$ cat config.mk
export PLATFORM = sky130hd
export DESIGN_NAME = colour_bbox_tracker
export DESIGN_NICKNAME = d
export VERILOG_FILES = /design/src/rtl/colour_bbox_pkg.sv /design/src/rtl/colour_bbox_channel.sv /design/src/rtl/colour_bbox_tracker.sv
export SDC_FILE = /design/constraint.sdc
export NUM_CORES = 2
export LEC_CHECK = 0
export ABC_AREA = 0
export ABC_CLOCK_PERIOD_IN_PS = 126400
export CORE_ASPECT_RATIO = 0.5
export CORE_MARGIN = 4
export CORE_UTILIZATION = 65
export DETAILED_ROUTE_END_ITERATION = 12
export HOLD_SLACK_MARGIN = 0.15
export PLACE_DENSITY = 0.82
export SLEW_MARGIN = 20
export SYNTH_ARGS = -nofsm -noshare
export SYNTH_HDL_FRONTEND = slang
export SYNTH_SLANG_ARGS = --single-unit
$ cat constraint.sdc
create_clock -name clk -period 126.4 [get_ports clk]
set_clock_uncertainty 0.1 [all_clocks]
set_input_delay 25.28 -clock clk [delete_from_list [all_inputs] [get_ports clk]]
set_output_delay 25.28 -clock clk [all_outputs]
set_load 0.02 [all_outputs]
$ cat src/rtl/colour_bbox_pkg.sv
// Shared types and register map for the colour bounding-box tracker.
package colour_bbox_pkg;

   localparam int REG_CTRL      = 0;
   localparam int REG_STATUS    = 1;
   localparam int REG_FRAME_CNT = 2;
   localparam int REG_CH_BASE   = 8;

   localparam int CH_LO  = 0;
   localparam int CH_HI  = 1;
   localparam int CH_X   = 2;
   localparam int CH_Y   = 3;
   localparam int CH_CNT = 4;

   typedef struct packed {
      logic [7:0] r;
      logic [7:0] g;
      logic [7:0] b;
   } rgb_t;

   typedef struct packed {
      logic [15:0] xmin;
      logic [15:0] xmax;
      logic [15:0] ymin;
      logic [15:0] ymax;
      logic [30:0] count;
      logic        valid;
   } box_t;

   typedef enum logic [1:0] {ST_IDLE, ST_HDR, ST_VIDEO, ST_CTRL_PKT} pkt_state_e;

   // Bits needed to hold coordinates 0..n-1.
   function automatic int coord_w(input int n);
      return (n <= 2) ? 1 : $clog2(n);
   endfunction

endpackage

$ cat src/rtl/colour_bbox_channel.sv
// One colour channel: threshold-window compare, per-frame box accumulation, result latch
// and perimeter test of the latched box for the overlay.
module colour_bbox_channel
   import colour_bbox_pkg::*;
#(
   parameter int MIN_COUNT = 64
) (
   input  logic        clk,
   input  logic        reset,
   input  logic [23:0] lo_i,
   input  logic [23:0] hi_i,
   input  logic        start_i,
   input  logic        pix_i,
   input  rgb_t        rgb_i,
   input  logic [15:0] x_i,
   input  logic [15:0] y_i,
   input  logic        end_i,
   output box_t        res_o,
   output logic        border_o
);

   localparam box_t ACC_INIT = '{xmin: 16'hFFFF, xmax: 16'h0, ymin: 16'hFFFF, ymax: 16'h0,
                                 count: 31'd0, valid: 1'b0};

   rgb_t lo_q, hi_q;
   box_t acc_q, acc_d, res_q;
   logic hit;

   assign hit = pix_i &&
                (rgb_i.r >= lo_q.r) && (rgb_i.r <= hi_q.r) &&
                (rgb_i.g >= lo_q.g) && (rgb_i.g <= hi_q.g) &&
                (rgb_i.b >= lo_q.b) && (rgb_i.b <= hi_q.b);

   // acc_d already includes the current pixel so the eop pixel lands in the latched result.
   always_comb begin
      acc_d = acc_q;
      if (start_i) begin
         acc_d = ACC_INIT;
      end else if (hit) begin
         if (x_i < acc_q.xmin) acc_d.xmin = x_i;
         if (x_i > acc_q.xmax) acc_d.xmax = x_i;
         if (y_i < acc_q.ymin) acc_d.ymin = y_i;
         if (y_i > acc_q.ymax) acc_d.ymax = y_i;
         if (acc_q.count != '1) acc_d.count = acc_q.count + 31'd1;
      end
      acc_d.valid = (acc_d.count >= 31'(MIN_COUNT));
   end

   always_ff @(posedge clk or posedge reset) begin
      if (reset) begin
         lo_q  <= '1;
         hi_q  <= '0;
         acc_q <= ACC_INIT;
         res_q <= '0;
      end else begin
         acc_q <= acc_d;
         if (start_i) begin
            lo_q <= rgb_t'(lo_i);
            hi_q <= rgb_t'(hi_i);
         end
         if (end_i) res_q <= acc_d;
      end
   end

   assign border_o = res_q.valid &&
      (((x_i == res_q.xmin || x_i == res_q.xmax) && y_i >= res_q.ymin && y_i <= res_q.ymax) ||
       ((y_i == res_q.ymin || y_i == res_q.ymax) && x_i >= res_q.xmin && x_i <= res_q.xmax));

   assign res_o = res_q;

endmodule

$ cat src/rtl/colour_bbox_tracker.sv
// Multi-colour bounding-box tracker on an Avalon-ST RGB stream with an Avalon-MM
// register file, per-frame irq and optional overlay of the previous frame's boxes.
module colour_bbox_tracker
   import colour_bbox_pkg::*;
#(
   parameter int          IMG_W     = 640,
   parameter int          IMG_H     = 480,
   parameter int          N_COLOURS = 4,
   parameter int          MIN_COUNT = 64,
   parameter logic [23:0] BOX_RGB   = 24'hFFFFFF,
   localparam int         ADDR_W    = $clog2(8 + 8*N_COLOURS)
) (
   input  logic              clk,
   input  logic              reset,
   input  logic [ADDR_W-1:0] s_address,
   input  logic              s_read,
   input  logic              s_write,
   input  logic [31:0]       s_writedata,
   output logic [31:0]       s_readdata,
   output logic              irq,
   input  logic [23:0]       snk_data,
   input  logic              snk_valid,
   input  logic              snk_sop,
   input  logic              snk_eop,
   output logic              snk_ready,
   output logic [23:0]       src_data,
   output logic              src_valid,
   output logic              src_sop,
   output logic              src_eop,
   input  logic              src_ready
);

   localparam int          XW        = coord_w(IMG_W);
   localparam logic [31:0] FRAME_PIX = 32'(IMG_W * IMG_H);

   pkt_state_e state_q, state_d;
   logic rdy_q, beat, in_vid, hdr_vid, pix, restart, frame_end, size_bad, ovl, wr_status;
   logic [XW-1:0] x_q, x_d;
   logic [15:0]   y_q, y_d;
   logic [31:0]   pix_q, pix_d;

   logic [23:0] src_data_q;
   logic        src_valid_q, src_sop_q, src_eop_q;
   logic [1:0]  ctrl_q;
   logic        done_q, done_d, err_q, err_d, irq_q;
   logic [31:0] frame_cnt_q, rd_d, rd_q;
   logic [N_COLOURS-1:0][23:0] lo_sh_q, hi_sh_q;
   logic [N_COLOURS-1:0] ch_sel, border;
   logic [ADDR_W-1:0] ch_off;
   box_t res [N_COLOURS];
   logic unused;

   assign unused = ^s_writedata[31:24];

   // rdy_q keeps snk_ready low through reset and the edge that releases it.
   assign snk_ready = rdy_q & (~src_valid_q | src_ready);
   assign beat      = snk_valid & snk_ready;
   assign in_vid    = (state_q == ST_HDR) || (state_q == ST_VIDEO);
   assign hdr_vid   = beat & snk_sop & (snk_data[3:0] == 4'h0);
   assign pix       = beat & ~snk_sop & in_vid;
   assign restart   = beat & snk_sop & in_vid;
   assign frame_end = beat & snk_eop & (snk_sop ? (snk_data[3:0] == 4'h0) : in_vid);

   always_comb begin
      state_d = state_q;
      x_d     = x_q;
      y_d     = y_q;
      pix_d   = pix_q;
      if (beat) begin
         if (snk_sop)     state_d = (snk_data[3:0] == 4'h0) ? ST_HDR : ST_CTRL_PKT;
         else if (in_vid) state_d = ST_VIDEO;
         if (snk_eop)     state_d = ST_IDLE;
      end
      if (hdr_vid) begin
         x_d   = '0;
         y_d   = '0;
         pix_d = '0;
      end else if (pix) begin
         pix_d = pix_q + 32'd1;
         if (x_q == XW'(IMG_W - 1)) begin
            x_d = '0;
            y_d = y_q + 16'd1;
         end else begin
            x_d = x_q + XW'(1);
         end
      end
   end

   assign size_bad = (pix_d != FRAME_PIX);

   // Frame completion beats a same-cycle write-1-to-clear.
   always_comb begin
      wr_status = s_write && (s_address == ADDR_W'(REG_STATUS));
      done_d    = done_q & ~(wr_status & s_writedata[0]);
      err_d     = err_q  & ~(wr_status & s_writedata[1]);
      if (frame_end) begin
         done_d = 1'b1;
         if (size_bad) err_d = 1'b1;
      end
      if (restart) err_d = 1'b1;
   end

   assign ch_off = s_address - ADDR_W'(REG_CH_BASE);

   always_comb begin
      ch_sel = '0;
      for (int k = 0; k < N_COLOURS; k++)
         ch_sel[k] = (s_address >= ADDR_W'(REG_CH_BASE)) &&
                     (ch_off[ADDR_W-1:3] == (ADDR_W-3)'(k));
   end

   always_comb begin
      rd_d = '0;
      case (s_address)
         ADDR_W'(REG_CTRL):      rd_d = {30'd0, ctrl_q};
         ADDR_W'(REG_STATUS):    rd_d = {30'd0, err_q, done_q};
         ADDR_W'(REG_FRAME_CNT): rd_d = frame_cnt_q;
         default: ;
      endcase
      for (int k = 0; k < N_COLOURS; k++) begin
         if (ch_sel[k]) begin
            case (ch_off[2:0])
               3'(CH_LO):  rd_d = {8'd0, lo_sh_q[k]};
               3'(CH_HI):  rd_d = {8'd0, hi_sh_q[k]};
               3'(CH_X):   rd_d = {res[k].xmax, res[k].xmin};
               3'(CH_Y):   rd_d = {res[k].ymax, res[k].ymin};
               3'(CH_CNT): rd_d = {res[k].valid, res[k].count};
               default: ;
            endcase
         end
      end
   end

   for (genvar g = 0; g < N_COLOURS; g++) begin : g_ch
      colour_bbox_channel #(.MIN_COUNT(MIN_COUNT)) u_ch (
         .clk      (clk),
         .reset    (reset),
         .lo_i     (lo_sh_q[g]),
         .hi_i     (hi_sh_q[g]),
         .start_i  (hdr_vid),
         .pix_i    (pix),
         .rgb_i    (rgb_t'(snk_data)),
         .x_i      (16'(x_q)),
         .y_i      (y_q),
         .end_i    (frame_end),
         .res_o    (res[g]),
         .border_o (border[g])
      );
   end

   assign ovl = ctrl_q[0] & pix & (|border);

   always_ff @(posedge clk or posedge reset) begin
      if (reset) begin
         state_q     <= ST_IDLE;
         rdy_q       <= 1'b0;
         x_q         <= '0;
         y_q         <= '0;
         pix_q       <= '0;
         src_data_q  <= '0;
         src_valid_q <= 1'b0;
         src_sop_q   <= 1'b0;
         src_eop_q   <= 1'b0;
         ctrl_q      <= '0;
         done_q      <= 1'b0;
         err_q       <= 1'b0;
         irq_q       <= 1'b0;
         frame_cnt_q <= '0;
         rd_q        <= '0;
         lo_sh_q     <= '1;
         hi_sh_q     <= '0;
      end else begin
         state_q <= state_d;
         rdy_q   <= 1'b1;
         x_q     <= x_d;
         y_q     <= y_d;
         pix_q   <= pix_d;
         done_q  <= done_d;
         err_q   <= err_d;
         irq_q   <= done_q & ctrl_q[1];
         if (frame_end) frame_cnt_q <= frame_cnt_q + 32'd1;
         if (s_read)    rd_q <= rd_d;
         if (s_write && s_address == ADDR_W'(REG_CTRL)) ctrl_q <= s_writedata[1:0];
         for (int k = 0; k < N_COLOURS; k++) begin
            if (s_write && ch_sel[k] && ch_off[2:0] == 3'(CH_LO)) lo_sh_q[k] <= s_writedata[23:0];
            if (s_write && ch_sel[k] && ch_off[2:0] == 3'(CH_HI)) hi_sh_q[k] <= s_writedata[23:0];
         end
         if (beat) begin
            src_valid_q <= 1'b1;
            src_data_q  <= ovl ? BOX_RGB : snk_data;
            src_sop_q   <= snk_sop;
            src_eop_q   <= snk_eop;
         end else if (src_ready) begin
            src_valid_q <= 1'b0;
         end
      end
   end

   assign src_data   = src_data_q;
   assign src_valid  = src_valid_q;
   assign src_sop    = src_sop_q;
   assign src_eop    = src_eop_q;
   assign s_readdata = rd_q;
   assign irq        = irq_q;

endmodule

* Word-level counts from Yosys, hierarchy flattened
Cells that the tools add are included.
** Word-level totals
- Bits of input ports :: 70
- Logic and storage cells :: 358
- Output and inout port bits :: 61
- Register bits :: 1305
** Operators by class
- Add/subtract/negate cells :: 9
- Reduce and logical (&&, ||, !) cells :: 86
- Magnitude comparators :: 61
- Eq/ne operators :: 33
- Muxes and demuxes :: 57
- Bitwise gates (word level) :: 21
** Operators by type and width (count)
- 2-to-1 mux 95 bit :: 8
- case mux 32 bit (5 select lines) :: 4
- 2-to-1 mux 16 bit :: 19
- 2-to-1 mux 32 bit :: 6
- equality test 10 x 16 -> 1 bit :: 8
- equality test 16 bit :: 8
- adder 31 x 1 -> 31 bit (second input constant) :: 4
- >= comparator 31 x 7 -> 1 bit (second input constant) :: 4
- 2-to-1 mux 31 bit :: 4
- inequality test 31 bit (second input constant) :: 4
- >= comparator 8 bit :: 12
- <= comparator 8 bit :: 12
- case mux 32 bit (3 select lines) :: 1
- adder 32 x 1 -> 32 bit (second input constant) :: 2
- >= comparator 10 x 16 -> 1 bit :: 4
- >= comparator 16 bit :: 4
- > comparator 10 x 16 -> 1 bit :: 4
- > comparator 16 bit :: 4
- <= comparator 10 x 16 -> 1 bit :: 4
- <= comparator 16 bit :: 4
- less-than comparator 10 x 16 -> 1 bit :: 4
- less-than comparator 16 bit :: 4
- logical AND 1 bit :: 62
- inequality test 32 x 19 -> 1 bit (second input constant) :: 1
- 27 further kinds :: 76

* Depth between registers and ports, before layout
- Depth after elaboration :: 15
- Gate-level depth with buffers :: 17
- Mapped depth without buffers :: 13

* By module
From an unflattened synthesis, not the netlist that was laid out.
** Second synthesis, totals
- Cells, all modules :: 7572
- Area total of the unflattened synthesis :: 76658.5 µm²
** Modules (own cells, without submodules)
- colour_bbox_channel :: sequential area each 6050.8 µm², times used 4, cells an instance 1424, area each 14271.2 µm²
- colour_bbox_tracker :: sequential area each 8853.5 µm², times used 1, cells an instance 1876, area each 19573.8 µm²

* Worst setup path before layout
Ideal clock, no wire load.
- Path type :: in2out
- Start :: input port src_ready
- End :: output port snk_ready
- Required time :: 101.020 ns
- Buffers on the path :: 0
- Stages :: 2
- Data arrival time :: 25.662 ns
- Slack :: 75.358 ns
- Path through :: nand2b_1 > and2_1
** Between the ends
- Cells in the longest elaborated chain, start to end :: 2
** RTL lines
- from (decl) :: RTL line colour_bbox_tracker.sv:30 : input logic src_ready
- bitwise OR 1 bit :: RTL line colour_bbox_tracker.sv:56 : assign snk_ready = rdy_q & (~src_valid_q | src_ready);
- AND 1 bit :: RTL line colour_bbox_tracker.sv:56
- to (decl) :: RTL line colour_bbox_tracker.sv:25 : output logic snk_ready,
No other way between the ends.

* Worst setup path in the final report
Same ends and word-level chain as after synthesis.

==> out/summary.md <==
Number of distinct library cells after synthesis: 84. Among the stages of the critical path, the cell type that occurs most often is sky130_fd_sc_hd__clkdlybuf4s50_1. In this design, the largest share of critical-path delay is due to buffers and inverters. The die area is 117000 um^2, and the fraction of synthesis flops using an asynchronous set or reset pin is 100%. The number of clock sinks is 1305, and the ratio of cells with drive above 1 in the final layout is 13.0%. For this run, the leading register cell type out of synthesis is sky130_fd_sc_hd__dfrtp_1. The pre-antenna-repair detailed-routing pass consisted of 12 iterations.

The mean number of vias per cell was 6.65; the post-CTS resize count was 0. The data arrival time at the worst-slack endpoint came out at 26.62 ns. For this design, the slowest cell found on the critical path is sky130_fd_sc_hd__clkdlybuf4s50_1. The root buffer cell chosen for the clock tree is sky130_fd_sc_hd__clkbuf_16. The tools report the number of top-level pins as 131. The post-synthesis sequential element count was 1305; the measured slew at the worst slew-check pin was 1.24 ns.

In this run the worst hold path is classified as reg2reg. Yosys mapped a number of flops with a built-in enable equal to 0. Of all cell types, the one taking the most synthesized area is sky130_fd_sc_hd__dfrtp_1. The initial antenna violation count is 32.

TritonCTS built the clock tree. Summed over all layers, the routed wires come to 243 mm. In this run the deepest clock path goes through 3 buffers. Counting the buffers created by CTS gives 114. The worst setup path is captured at an output pin. In this run the biggest area consumer among cell types represents 34.2% of the synthesized area. Final antenna-violating net count: 0. For the aggregate negative setup slack, the log shows 0 ns. The worst pin sits at a relative slew slack of 17.3%.

The layout has 7933 filler cells. Along the worst path, the maximum fanout reaches 4. The logs give 0 for the number of buffers inserted by post-CTS setup repair and 0.76 ns for the clock latency of the later-clocked register in the worst-skew pair.

A synthesized cell averages 9.62 um^2. In this run the standard cell core region covers 110000 um^2. The vertical die dimension works out to 244 um. The logs give 0 for the overall overflow remaining after global route and 175 mm for the estimated wirelength of the detail-placed design. The global-route wire length before repair was 360 mm. The portion of the post-synthesis area used by sequential elements came out at 45.8%. Total power per unit cell area: 14.5 nW/um^2. In this run the static leakage power is 38.2 nW. The tools report the number of endpoints with negative hold slack in the final report as 0.

The worst setup path is of the in2out kind. The number of DRC markers in iteration 0 is 8812, and the clock-pin transition on the worst setup and hold timing paths is 0.06 ns. VDD sags by at most 0.0114 mV. The minimum period implied by the final worst setup slack was 52.00 ns; the number of placed instances, taps included was 8831.

On the worst path, the slowest cell contributes a delay of 0.59 ns. The signal on the critical path passes through clkdlybuf4s50_1, nand2b_1, and2_1, clkdlybuf4s50_1. Entering global routing, the biggest net connects 219 pins. The tools report the post-synth net total as 8178. The total global routing track utilization is 41.2%.

Based on the critical path, the design can be clocked at up to 19.2 MHz. The data required time of the worst path was 101.02 ns; the minimum setup slack in the final design was 74.40 ns. In this run the critical register-to-register path is captured at g_ch[2].u_ch.res_o[0].

The tools report the starting density of the core as 65.5%. For this run, the number of standard cells in the final layout without fillers is 9059. The detailed router placed 60200 vias in this run.

The worst hold path passes through 2 cells. In this run the critical register-to-register path is launched from src_valid. In this run the cell area of the synthesized design comes to 72200 um^2. Max-cap violations in this run came to 0. Setup violations remaining at the end of the flow were counted as 0. The tools report the critical hold path startpoint as g_ch[3].u_ch.lo_q[0]. STA classifies the critical path startpoint as a primary input.

The path with the worst hold slack has its endpoint at g_ch[3].u_ch.lo_q[0]. In the routed design, unresolved DRC markers number 0. The H-tree was split into 3 levels.

The number of rows created at floorplan was 86; the count of mapped cells out of synthesis was 7500. In the layout the commonest cells are sky130_fd_sc_hd__nand2_1, sky130_fd_sc_hd__dfrtp_1, sky130_fd_sc_hd__ha_1, sky130_fd_sc_hd__inv_1, sky130_fd_sc_hd__nor2_1. The reg-to-reg setup timing slack was 120.90 ns; the logic depth of the worst register-to-register path was 11.

In the post-synthesis netlist, the biggest area contributors are sky130_fd_sc_hd__dfrtp_1, sky130_fd_sc_hd__dfstp_2, sky130_fd_sc_hd__ha_1, sky130_fd_sc_hd__nand2_1, sky130_fd_sc_hd__mux2_2. Setup repair after global routing left no endpoint under its margin. The number of hold buffers added after CTS was 0.

Number of global-route vias before repair: 57000. The total buffers and inverters traversed by the critical path came out at 2. OpenSTA, run right after detailed placement, puts the worst setup slack at 74.40 ns.

For this run, the number of Yosys warnings is 0. The run gives 0 as the total count of max-transition violations in the final report. From synthesis to final layout, the design area changed by 9.36%.

The run finished with clean final reports. During placement, the flow inserted port buffers numbering 122. Leaving out fill and tap cells, the most frequent cell in the layout is sky130_fd_sc_hd__nand2_1. The final cell utilization of the core was 71.6%; the routability congestion estimate was 1.07. The final period utilization was 41.1%.

Dividing the detail-routed wire length by the instance count gives 26.8 um. Power comes to 1.15 mW. The die is 479 um wide.

The tools report the number of nets in the layout as 8130.
## per-stage QoR
stage / cell area [um^2] / hold slack (ns)
2_1_floorplan: 72200 / 0.338
3_3_place_gp: 74800 / 0.348
3_5_place_dp: 74800 / 0.350
4_1_cts: 78900 / 0.361
5_1_grt: 78900 / 0.378
6_report: 78900 / 0.361
## worst min-delay path, delay by kind of cell, from the launching register on
| family | cells | cell delay (ns) |
|---|---|---|
| DFF | 1 | 0.37 |
| and+or+nand+nor | 2 | 0.09 |
## report_power, final
group | total, mW | internal [mW] | switching, mW
clock network | 0.386 | 0.219 | 0.167
logic | 0.229 | 0.0907 | 0.138
registers | 0.533 | 0.480 | 0.0527
## layout make-up
type	instances	area, um^2	share of cell area, %
timing repair buffer	244	2180	2.76
inverter	607	2290	2.90
sequential	1305	33100	41.9
tap	1496	1870	2.37
multi-input combinational	5180	35400	44.9
clock inverter	61	820	1.04
clock buffer	154	3240	4.10
antenna	12	30.0	0.0380
## Yosys cell counts, types with 10 or more instances
cell	count
sky130_fd_sc_hd__inv_1	607
sky130_fd_sc_hd__a31oi_1	68
sky130_fd_sc_hd__a2111oi_0	12
sky130_fd_sc_hd__o22ai_1	100
sky130_fd_sc_hd__or4_1	18
sky130_fd_sc_hd__nor4_1	54
sky130_fd_sc_hd__nor2b_1	68
sky130_fd_sc_hd__dfstp_2	320
sky130_fd_sc_hd__o221ai_1	21
sky130_fd_sc_hd__nand4_1	147
sky130_fd_sc_hd__nor3_1	72
sky130_fd_sc_hd__clkbuf_1	339
sky130_fd_sc_hd__o211ai_1	29
sky130_fd_sc_hd__or3_1	27
sky130_fd_sc_hd__buf_2	10
sky130_fd_sc_hd__nand2b_1	57
sky130_fd_sc_hd__o31ai_1	86
sky130_fd_sc_hd__o21ai_0	348
sky130_fd_sc_hd__nand3_1	153
sky130_fd_sc_hd__a221oi_1	23
sky130_fd_sc_hd__dfrtp_1	985
sky130_fd_sc_hd__mux2i_1	244
sky130_fd_sc_hd__a41oi_1	10
sky130_fd_sc_hd__mux4_2	18
sky130_fd_sc_hd__a22oi_1	239
sky130_fd_sc_hd__a311oi_1	10
sky130_fd_sc_hd__nand2_1	1103
sky130_fd_sc_hd__and4_1	18
sky130_fd_sc_hd__a21o_1	102
sky130_fd_sc_hd__buf_1	58
sky130_fd_sc_hd__a21oi_1	298
sky130_fd_sc_hd__and2_1	43
sky130_fd_sc_hd__a211oi_1	18
sky130_fd_sc_hd__xor2_1	91
sky130_fd_sc_hd__nor2_1	519
sky130_fd_sc_hd__and3_1	51
sky130_fd_sc_hd__ha_1	608
sky130_fd_sc_hd__xnor2_1	90
sky130_fd_sc_hd__or2_2	12
sky130_fd_sc_hd__o21a_1	59
sky130_fd_sc_hd__mux2_2	263
## logic make-up after synthesis
family | Yosys count | synth area share (%)
DFF | 1305 | 45.8
buffers and inverters | 1015 | 5.30
AOI/OAI and AO/OA | 1483 | 13.2
muxes | 525 | 8.05
adders and majority gates | 608 | 10.5
and+or+nand+nor | 2382 | 14.9
xor gates and xnor gates | 181 | 2.20
other | 1 | 0.00520
## per-layer routing
layer / part of all wire, % / wire (um) / GRT usage (%) / vias to the layer above
li1: - / - / - / 26100
met1: 38 / 93300 / 56.3 / 29400
met2: 39 / 95300 / 55.2 / 3779
met3: 16 / 38600 / 17.6 / 843
met4: 6.3 / 15300 / 21.7 / 38
met5: 0.11 / 267 / 0 / -
## state kept, by name, indices dropped and copies added, names as in the netlist
signal           cells
g_ch.u_ch.res_o    384
g_ch.u_ch.acc_q    380
g_ch.u_ch.hi_q      96
g_ch.u_ch.lo_q      96
hi_sh_q             96
lo_sh_q             96
frame_cnt_q         32
pix_q               32
s_readdata          32
src_data            24
y_q                 16
x_q                 10
ctrl_q               2
state_q              2
done_q               1
err_q                1
irq                  1
rdy_q                1
src_eop              1
src_sop              1
src_valid            1
## how the worst max path moves through the flow
| stage | startpoint | end | slack (ns) | depth (start not counted) |
|---|---|---|---|---|
| 2_1_floorplan | reset | ctrl_q[0] | 64.77 | 1 |
| 3_3_place_gp | src_ready | snk_ready | 74.42 | 4 |
| 3_5_place_dp | src_ready | snk_ready | 74.40 | 4 |
| 4_1_cts | src_ready | snk_ready | 74.39 | 4 |
| 5_1_grt | src_ready | snk_ready | 74.34 | 4 |
| 6_report | src_ready | snk_ready | 74.40 | 4 |
Note: power is estimated with default switching activity, not from simulation.
